**src/rtl/stack_arbiter.sv**
```systemverilog
// stack_arbiter: grants one of two requesters (0 = control unit, 1 = interrupt unit)
// exclusive use of an external stack for one push or pop per grant.
//
// Optional feature macro: STACK_ARB_RR_EN
//   defined   -> round-robin tie-break between simultaneous requests
//   undefined -> fixed priority, requester 0 wins ties (default build)
//
// Ports:
//   clk, clr_n               clock, asynchronous active-low reset
//   req0/req1, op0/op1       requests and operation (1 = push, 0 = pop)
//   wdata0/wdata1            push data
//   gnt0/gnt1                ownership, one-hot or zero
//   done, err, rdata         one-cycle completion pulse, refusal flag, stack top after op
//   busy                     high whenever the FSM is not idle
//   stk_c, stk_en, stk_push  stack control, enable strobe and push data
//   stk_peek, stk_full,
//   stk_not_empty            stack top value and status flags
//
// Timing: every output is a register written by the state whose action it is,
// so stk_en is high the cycle after the ISSUE evaluation and done lands
// 3 cycles after the grant (2 for a refused op).
module stack_arbiter #(
  parameter int unsigned WIDTH = 8
) (
  input  logic             clk,
  input  logic             clr_n,
  input  logic             req0,
  input  logic             req1,
  input  logic             op0,
  input  logic             op1,
  input  logic [WIDTH-1:0] wdata0,
  input  logic [WIDTH-1:0] wdata1,
  output logic             gnt0,
  output logic             gnt1,
  output logic             done,
  output logic             err,
  output logic [WIDTH-1:0] rdata,
  output logic             busy,
  output logic             stk_c,
  output logic             stk_en,
  output logic [WIDTH-1:0] stk_push,
  input  logic [WIDTH-1:0] stk_peek,
  input  logic             stk_full,
  input  logic             stk_not_empty
);

  typedef enum logic [1:0] {StIdle, StIssue, StSettle, StResp} state_e;

  state_e           r_state;
  logic             r_op;
  logic [WIDTH-1:0] r_wdata;
  logic             r_err_flag;
  logic             r_gnt0, r_gnt1, r_done, r_err, r_busy, r_stk_c, r_stk_en;
  logic [WIDTH-1:0] r_rdata, r_stk_push;

  logic w_pick1;
  logic w_legal;

`ifdef STACK_ARB_RR_EN
  // Requester favoured on a tie; points away from whoever was granted last.
  logic r_prio;
  assign w_pick1 = req1 & (~req0 | r_prio);
`else
  assign w_pick1 = req1 & ~req0;
`endif

  assign w_legal = r_op ? ~stk_full : stk_not_empty;

  always_ff @(posedge clk or negedge clr_n) begin
    if (!clr_n) begin
      r_state    <= StIdle;
      r_op       <= 1'b0;
      r_wdata    <= '0;
      r_err_flag <= 1'b0;
      r_gnt0     <= 1'b0;
      r_gnt1     <= 1'b0;
      r_done     <= 1'b0;
      r_err      <= 1'b0;
      r_rdata    <= '0;
      r_busy     <= 1'b0;
      r_stk_c    <= 1'b0;
      r_stk_en   <= 1'b0;
      r_stk_push <= '0;
`ifdef STACK_ARB_RR_EN
      r_prio     <= 1'b0;
`endif
    end else begin
      // Strobes default low so each is a single-cycle pulse.
      r_done     <= 1'b0;
      r_err      <= 1'b0;
      r_stk_en   <= 1'b0;
      r_stk_c    <= 1'b0;
      r_stk_push <= '0;
      unique case (r_state)
        StIdle: begin
          if (req0 | req1) begin
            r_gnt0     <= ~w_pick1;
            r_gnt1     <= w_pick1;
            r_busy     <= 1'b1;
            r_op       <= w_pick1 ? op1 : op0;
            r_wdata    <= w_pick1 ? wdata1 : wdata0;
            r_err_flag <= 1'b0;
            r_state    <= StIssue;
`ifdef STACK_ARB_RR_EN
            r_prio     <= ~w_pick1;
`endif
          end
        end
        StIssue: begin
          if (w_legal) begin
            r_stk_en   <= 1'b1;
            r_stk_c    <= r_op;
            r_stk_push <= r_wdata;
            r_state    <= StSettle;
          end else begin
            r_err_flag <= 1'b1;
            r_state    <= StResp;
          end
        end
        // Stack applies the op on this edge; peek/flags settle before StResp.
        StSettle: r_state <= StResp;
        StResp: begin
          r_done  <= 1'b1;
          r_err   <= r_err_flag;
          r_rdata <= stk_peek;
          r_gnt0  <= 1'b0;
          r_gnt1  <= 1'b0;
          r_busy  <= 1'b0;
          r_state <= StIdle;
        end
        default: r_state <= StIdle;
      endcase
    end
  end

  assign gnt0     = r_gnt0;
  assign gnt1     = r_gnt1;
  assign done     = r_done;
  assign err      = r_err;
  assign rdata    = r_rdata;
  assign busy     = r_busy;
  assign stk_c    = r_stk_c;
  assign stk_en   = r_stk_en;
  assign stk_push = r_stk_push;

endmodule

```
**config.mk**
```make
export PLATFORM = sky130hd
export DESIGN_NAME = stack_arbiter
export DESIGN_NICKNAME = d
export VERILOG_FILES = /design/src/rtl/stack_arbiter.sv
export SDC_FILE = /design/constraint.sdc
export NUM_CORES = 1
export LEC_CHECK = 0
export ABC_AREA = 1
export BUFFER_PORTS_ARGS = -buffer_cell sky130_fd_sc_hd__buf_2
export CORE_ASPECT_RATIO = 1.75
export CORE_MARGIN = 1.5
export CORE_UTILIZATION = 40
export DETAILED_ROUTE_END_ITERATION = 16
export PLACE_DENSITY = 0.69
export SETUP_SLACK_MARGIN = 0.1
export SKIP_LAST_GASP = 1
export SYNTH_ARGS = -nofsm -noshare
export SYNTH_HDL_FRONTEND = slang
export SYNTH_SLANG_ARGS = --single-unit
```
**constraint.sdc**
```tcl
create_clock -name clk -period 1.66 [get_ports clk]
set_input_delay 0.083 -clock clk [delete_from_list [all_inputs] [get_ports clk]]
set_output_delay 0.083 -clock clk [all_outputs]
set_load 0.02 [all_outputs]
```
==> results of run 1 <==
[routing by layer]
layer	vias up	track usage [%]
met5	-	0
met3	8	4.50
met4	0	9.87
li1	629	-
met1	555	17.2
met2	38	27.6
[registers in the layout, summed over array words and instances, names as in the netlist, 2 cells and up]
signal and count:
rdata 8, r_state 2, r_wdata 8, stk_push 8
[cells in the mapped netlist, drive strengths merged]
cell type | n | area (um^2)
nand2 | 48 | 180
dfrtp | 35 | 876
nor2 | 23 | 96.4
o21ai | 23 | 119
inv | 19 | 71.3
buf | 6 | 35.0
ha | 4 | 50.1
o211ai | 3 | 22.5
nand3 | 2 | 10.0
a21oi | 1 | 5.00
[worst register-to-register path: stages (launching register included)]
cell and delay, ns:
dfrtp_1 0.40, inv_1 0.14, ha_2 0.28, inv_1 0.09, nor2_4 0.21, o21ai_0 0.12
o21ai_1 0.13
[kinds of logic (layout without fill, tap and decap cells)]
logic type / after synthesis / count (layout) / synth area share, %
adders and majority gates: 4 / 4 / 3.42
DFF: 35 / 35 / 59.8
and+or+nand+nor: 73 / 73 / 19.6
AOI/OAI and AO/OA: 27 / 27 / 9.99
buffers and inverters: 25 / 87 / 7.26
[cell type report]
class / instances / area [um^2]
multi-input combinational: 104 / 485
sequential: 35 / 876
fill: 339 / 1540
inverter: 19 / 71.3
clock inverter: 1 / 5.00
tap: 45 / 56.3
timing repair buffer: 60 / 325
clock buffer: 7 / 76.3
[layout by cell type (no fill, tap or decap)]
| cell type | synthesis | layout |
|---|---|---|
| nor2_1 | 21 | 21 |
| clkbuf_1 | 0 | 2 |
| nor2_2 | 1 | 1 |
| inv_1 | 18 | 18 |
| a21oi_1 | 1 | 1 |
| ha_2 | 0 | 1 |
| inv_2 | 1 | 1 |
| o211ai_1 | 3 | 3 |
| buf_4 | 2 | 2 |
| buf_2 | 4 | 54 |
| dfrtp_1 | 35 | 35 |
| clkinv_2 | 0 | 1 |
| o21ai_0 | 10 | 10 |
| nand2_1 | 48 | 48 |
| o21ai_2 | 1 | 1 |
| clkbuf_8 | 0 | 5 |
| dlygate4sd3_1 | 0 | 4 |
| ha_1 | 4 | 3 |
| nand3_1 | 2 | 2 |
| o21ai_1 | 12 | 12 |
| nor2_4 | 1 | 1 |
[timing repair]
| item | 4_1_cts | 5_1_grt |
|---|---|---|
| endpoints found under the hold margin | 38 | 0 |
| buffers inserted | 0 | 0 |
| endpoints found under the setup margin | 0 | 12 |
| gates resized for setup | 0 | 1 |
| hold buffers | 4 | 0 |
[how the worst min path moves through the flow]
stage,start,endpoint,depth (start not counted)
after global placement,clr_n,stk_en,1
final,stk_peek[4],rdata[4],3
after global routing,stk_peek[4],rdata[4],3
after CTS,stk_peek[4],rdata[4],3
after floorplan,clr_n,busy,0
after detailed placement,clr_n,stk_en,1
[power by group through the flow]
stage                     sequential, mW  clock (mW)  combinational, mW
after global routing                1.40       0.629               1.55
after detailed placement            1.38           0               1.35
after global placement              1.37           0               1.32
after CTS                           1.36       0.595               1.36
final                               1.36       0.570               1.35
after floorplan                     1.60           0              0.733
==> impl_metrics.ini, run 1 <==
[cts]
cts_max_path_buffers = 2
tritoncts = yes
root_buffer = clkbuf_8
cts-htree-levels = 2
cts-buffers-inserted = 5
clock-sinks = 35
clkTransAtPathRegs_ns = 0.07
insertion_delay_ns = 0.28

[hold_path]
hp-class = input pin to flop

[detailed_routing]
wire_per_inst_um = 10.5
wl_met3_um = 147
drt-initial-drc-count = 14
wl_met1_um = 1210
drc = 0
wirelength_um = 2860
highest_layer = met4
antenna_left = 0
via_count = 1230
via_per_inst = 4.54
dr_wl_met2_um = 1420
firstDrtPassIters = 4

[floorplanning]
dieArea_mm2 = 0.00405
ios = 55
start_util_pct = 42.7
fp.dieW_um = 48.8
core_area_mm2 = 0.00343
rows = 28
die_h_um = 83.1

[place]
port_buffers = 54
dpl.cell_count = 259
place_congestion = 0.729
dpl_worst_slack_ns = 0.171
placed_cell_area_mm2 = 0.00177
dp_hpwl_um = 2100

[worst_setup_path]
r2r_end = r_wdata[0]
rrSetupSlack_ns = 0.22
end_kind = flop
crit_top_cell = inv_1
worstPathCellList = inv_1 -> ha_2 -> inv_1 -> nor2_4 -> o21ai_0 -> o21ai_1
critPathMaxStageDelay_ns = 0.40
cp_max_fo = 10
cp-start-kind = flop
worstPathArrival_ns = 1.65
r2r-start = r_state[1]
path_delay_family = flip-flops
cpMaxStageDelayCell = dfrtp_1
cp.depth = 6
crit_required_ns = 1.87
cp-endpoint = r_wdata[0]
critPathBufInv = 2
critPathKind = flop to flop
critPathLaunch = r_state[1]
r2r_cells = 6

[finish]
fin_util_pct = 55.2
antenna-diode-count = 0
area_delta_synth_final_pct = 29.4
nets = 261
drive_above_1_share_pct = 29.6
fin_area_mm2 = 0.00190
instances_no_fill = 271

[grt]
grt_pass1_wl_um = 5060
grt_max_degree = 36
grt_overflow_total = 0
grt_use_total_pct = 16.2
grt_pass1_vias = 1244
antenna_found_initial = 0

[sta]
finalHoldViolCount = 0
finalCriticalPeriod_ns = 1.44
clock_skew_ns = 0.00455
tns_ns = 0
rsz0062_at_grt = yes
relSlewSlack_pct = 51.4
worst_slack_ns = 0.219
max_slew.worst_pin.slew_ns = 0.729
final.period_utilization_pct = 86.8
max_freq_ghz = 0.694
slew_violations = 0
setup_viol = 0
fin_hold_ws_ns = 0.0121

[power]
finalPower_mw = 3.28
p_seq_share_pct = 41.5
swShare_pct = 40.1
combinationalPowerShare_pct = 41.1
irDropWorstVdd_uv = 825
p_int_mw = 1.97
p_clk_share_pct = 17.4
powerDensity_mw_per_mm2 = 1730
p_leak_nw = 1.09
switching_power_mw = 1.31

[logic_synthesis]
synth_cells = 164
yosysWarnings = 0
synth_seq_cells = 35
syn_area_mm2 = 0.00147
synthesis.nets = 200
synth_cell_types = 16
yosysSeqAreaShare_pct = 59.8
syn_area_per_cell_um2 = 8.93

[status]
status = finished, final reports clean

[job]
drv_cap = 0
No activity file was read; power rests on OpenSTA's default activity.
==> run 2: changes to the inputs <==
Settings changed: CORE_UTILIZATION 40 to 48, PLACE_DENSITY 0.69 to 0.8.
==> run 2 against run 1 <==
Wire length up 5.7%. Critical path depth is the same. Final cell count shrank 5.2%. Total power rose by 8.2%. First-iteration DRC count rose by 110%. Critical endpoint is now r_wdata[3]. Highest routed layer unchanged.
==> impl_metrics.ini, run 2 (synthesized netlist as in run 1, its figures left out) <==
[worst_setup_path]
crit_required_ns = 1.87
cp.depth = 6
crit_top_cell = inv_1
critPathBufInv = 2
worstPathCellList = inv_1 -> ha_4 -> inv_1 -> nor2_4 -> o21ai_0 -> o21ai_1
cp-start-kind = flop
end_kind = flop
cpMaxStageDelayCell = dfrtp_1
cp_max_fo = 10
worstPathArrival_ns = 1.61
critPathKind = flop to flop
path_delay_family = flip-flops
critPathMaxStageDelay_ns = 0.43
r2r_cells = 6

[finish]
final_common_cell = buf_2
drive_above_1_share_pct = 30.6
fillCellCount = 250
fin_util_pct = 66.9
nets = 264
area_delta_synth_final_pct = 33.6
fin_area_mm2 = 0.00196
antenna-diode-count = 0
final_cell_mix = buf_2 (54), nand2_1 (47), dfrtp_1 (35), nor2_1 (21), inv_1 (18)

[cts]
post_cts_buffers = 0
insertion_delay_ns = 0.28
cts-buffers-inserted = 5
clkTransAtPathRegs_ns = 0.07
clock-sinks = 35
cts-htree-levels = 2
root_buffer = clkbuf_8
tritoncts = yes
cts_max_path_buffers = 2

[floorplanning]
dieArea_mm2 = 0.00341
die_h_um = 76.1
core_area_mm2 = 0.00293
start_util_pct = 50.0
rows = 26
ios = 55
fp.dieW_um = 44.8

[place]
port_buffers = 54
dp_hpwl_um = 2030
place_congestion = 0.744
dpl_worst_slack_ns = 0.139
placed_cell_area_mm2 = 0.00174

[detailed_routing]
wirelength_um = 3020
antenna_left = 0
drc = 0
via_per_inst = 4.87
via_count = 1252
firstDrtPassIters = 4
wire_per_inst_um = 11.8
drt-initial-drc-count = 29

[power]
p_leak_nw = 1.12
irDropWorstVdd_uv = 1040
swShare_pct = 38.4
p_clk_share_pct = 21.9
finalPower_mw = 3.55
p_int_mw = 2.18
switching_power_mw = 1.36
p_seq_share_pct = 38.4
combinationalPowerShare_pct = 39.8
powerDensity_mw_per_mm2 = 1810

[sta]
setup_viol = 0
clock_skew_ns = 0.00222
max_freq_ghz = 0.714
tns_ns = 0
finalCriticalPeriod_ns = 1.40
worst_slack_ns = 0.260
slew_violations = 0
max_slew.worst_pin.slew_ns = 0.735
final.period_utilization_pct = 84.3
rsz0062_at_grt = no
relSlewSlack_pct = 51.0
finalHoldViolCount = 0

[grt]
grt_pass1_vias = 1289
grt_pass1_wl_um = 5270
antenna_found_initial = 0
grt_max_degree = 36
grt_overflow_total = 0
grt_use_total_pct = 21.1

[hold_path]
hp-class = input pin to flop
worst_hold_path.num_cells = 3

[job]
drv_cap = 0

[status]
status = finished, final reports clean
[run 2: cell count changes in the layout (fill, tap and decap cells not counted)]
| cell | delta |
|---|---|
| ha_4 | +1 |
| bufinv_16 | +1 |
| clkbuf_8 | +1 |
| clkbuf_1 | -2 |
| dlygate4sd3_1 | +4 |
| nand2_1 | -1 |
| buf_4 | -1 |
| ha_1 | -1 |
| nand2_2 | +1 |
[run 2: worst paths after layout]
kind                              end  slack [ns]   startpoint
max reg2reg                r_wdata[3]        0.26   r_state[0]
min reg2reg                  rdata[4]        0.47     rdata[4]
min                          rdata[0]        0.03  stk_peek[0]
max                        r_wdata[3]        0.26   r_state[0]
max in group asynchronous  r_wdata[2]        0.79        clr_n
min in group asynchronous      stk_en        0.40        clr_n
[run 2: per-stage QoR]
stage                     cells  hold slack [ns]
after global placement      241            0.181
after floorplan             164           -0.213
final                       257           0.0338
after global routing        257           0.0321
after CTS                   257           0.0150
after detailed placement    241            0.186
[run 2: routing by layer]
metal / GRT usage (%) / vias up / routed length, um
li1: - / 634 / -
met1: 22.0 / 560 / 1190
met2: 34.1 / 48 / 1540
met3: 5.92 / 10 / 177
met4: 14.8 / 0 / 111
met5: 0 / - / 0
[run 2: area by class of cell]
class | count | area (um^2) | area share [%]
flip-flops and latches | 35 | 876 | 44.7
multi-input cells | 104 | 500 | 25.6
repair buffers | 63 | 358 | 18.3
clock buffers | 6 | 82.6 | 4.22
inverters | 19 | 71.3 | 3.64
clock inverters | 2 | 35.0 | 1.79
well taps | 28 | 35.0 | 1.79
[run 2: power groups by stage]
stage	registers (mW)	logic [mW]	clock network (mW)
3_3_place_gp	1.36	1.32	0
5_1_grt	1.40	1.62	0.840
2_1_floorplan	1.60	0.733	0
3_5_place_dp	1.37	1.36	0
6_report	1.36	1.41	0.776
4_1_cts	1.35	1.38	0.798
[run 2: worst min-delay path, cell delays in order]
cell and delay, ns:
buf_2 0.08, nand2_1 0.05, nand2_1 0.06
[run 2: what timing repair did]
| item | in CTS | in global routing |
|---|---|---|
| setup endpoints to repair | 0 | 13 |
| gates resized for setup | 0 | 4 |
| hold buffers | 8 | 0 |
| hold endpoints to repair | 42 | 0 |
==> run 3: changes to the inputs <==
Clock period 1.66 ns to 1.4 ns, I/O delays scaled along.
==> run 3 against run 2 <==
Clock power rose by 20%. Count of clock-buffer cells in the layout is the same. Design area grew 2.0%. Maximum frequency increased by 14%. Global-route usage down 2.4 points. Wire length grew 0.20%. Largest cell class unchanged.
==> impl_metrics.ini, run 3 (synthesized netlist as in run 1, its figures left out) <==
[detailed_routing]
wire_per_inst_um = 11.5
via_per_inst = 4.81
dr_wl_met2_um = 1580
firstDrtPassIters = 4
via_count = 1264
drc = 0
wl_met3_um = 181
drt-initial-drc-count = 20
highest_layer = met4
wl_met1_um = 1190
antenna_left = 0
wirelength_um = 3030

[finish]
area_delta_synth_final_pct = 36.4
fin_util_pct = 68.2
antenna-diode-count = 0
nets = 270
final_common_cell = buf_2
final_cell_mix = buf_2 (54), nand2_1 (48), dfrtp_1 (35), nor2_1 (21), inv_1 (15)
fin_area_mm2 = 0.00200
drive_above_1_share_pct = 34.5
instances_no_fill = 263
fillCellCount = 234

[sta]
max_slew.worst_pin.slew_ns = 0.521
fin_hold_ws_ns = 0.000641
setup_viol = 0
finalHoldViolCount = 0
max_freq_ghz = 0.811
finalCriticalPeriod_ns = 1.23
slew_violations = 0
clock_skew_ns = 0.00658
worst_slack_ns = 0.167
final.period_utilization_pct = 88.1
tns_ns = 0
rsz0062_at_grt = no
relSlewSlack_pct = 65.1

[cts]
clkTransAtPathRegs_ns = 0.07
cts-htree-levels = 2
root_buffer = clkbuf_8
tritoncts = yes
clock-sinks = 35
insertion_delay_ns = 0.29
cts-buffers-inserted = 5
cts_max_path_buffers = 2

[floorplanning]
ios = 55
core_area_mm2 = 0.00293
fp.dieW_um = 44.8
start_util_pct = 50.0
dieArea_mm2 = 0.00341
die_h_um = 76.1
rows = 26

[power]
p_leak_nw = 1.14
powerDensity_mw_per_mm2 = 2180
finalPower_mw = 4.35
irDropWorstVdd_uv = 1810

[grt]
grt_pass1_wl_um = 4700
antenna_found_initial = 0
grt_use_total_pct = 18.7
grt_pass1_vias = 1129
grt_max_degree = 36
grt_overflow_total = 0

[place]
dp_hpwl_um = 2060
dpl_worst_slack_ns = 0.0227
place_congestion = 0.763
placed_cell_area_mm2 = 0.00179
dpl.cell_count = 247
port_buffers = 54

[worst_setup_path]
cp_max_fo = 5
end_kind = flop
cp-start-kind = flop
critPathKind = flop to flop
crit_required_ns = 1.58
rrSetupSlack_ns = 0.17
worstPathArrival_ns = 1.42

[job]
drv_cap = 0

[status]
status = finished, final reports clean

[hold_path]
hp-class = input pin to flop
## run 3: cell count changes in the layout (fill, tap and decap cells not counted), moves of 2 or more
cell           delta
inv_1             -3
buf_4             +7
inv_2             +3
dlygate4sd3_1     -2
## run 3: final timing paths
check | startpoint | to | cells past startpoint
min | stk_peek[6] | rdata[6] | 3
max in group asynchronous | clr_n | stk_push[5] | 3
max | r_state[0] | r_err_flag | 6
max reg2reg | r_state[0] | r_err_flag | 6
min reg2reg | rdata[4] | rdata[4] | 2
min in group asynchronous | clr_n | stk_push[1] | 3
## run 3: layout make-up
class	count	area (um^2)	share of cell area [%]
Sequential cell	35	876	43.8
Multi-Input combinational cell	105	508	25.4
Timing Repair Buffer	68	390	19.5
Clock buffer	6	82.6	4.13
Inverter	19	71.3	3.57
Clock inverter	2	35.0	1.75
Tap cell	28	35.0	1.75
## run 3: what timing repair did
action	4_1_cts	5_1_grt
pin swaps	1	3
gates cloned	1	0
hold endpoints to repair	40	0
setup endpoints to repair	13	22
hold buffers	6	0
buffers inserted	0	1
gates resized for setup	1	7
## run 3: where the power goes
group | internal [mW] | switching [mW]
combinational | 0.687 | 1.12
clock | 0.576 | 0.353
sequential | 1.42 | 0.194
total | 2.68 | 1.67
## run 3: layer usage
layer | GRT usage [%] | up-vias
li1 | - | 647
met4 | 10.6 | 0
met3 | 4.98 | 8
met2 | 29.7 | 53
met1 | 21.7 | 556
met5 | 0 | -
## run 3: critical path, cell delays in order, from the launching register on
cell,delay [ns]
dfrtp_1,0.39
buf_4,0.15
ha_2,0.21
nor2_1,0.19
a21oi_2,0.06
nand3_1,0.09
nand2_1,0.05
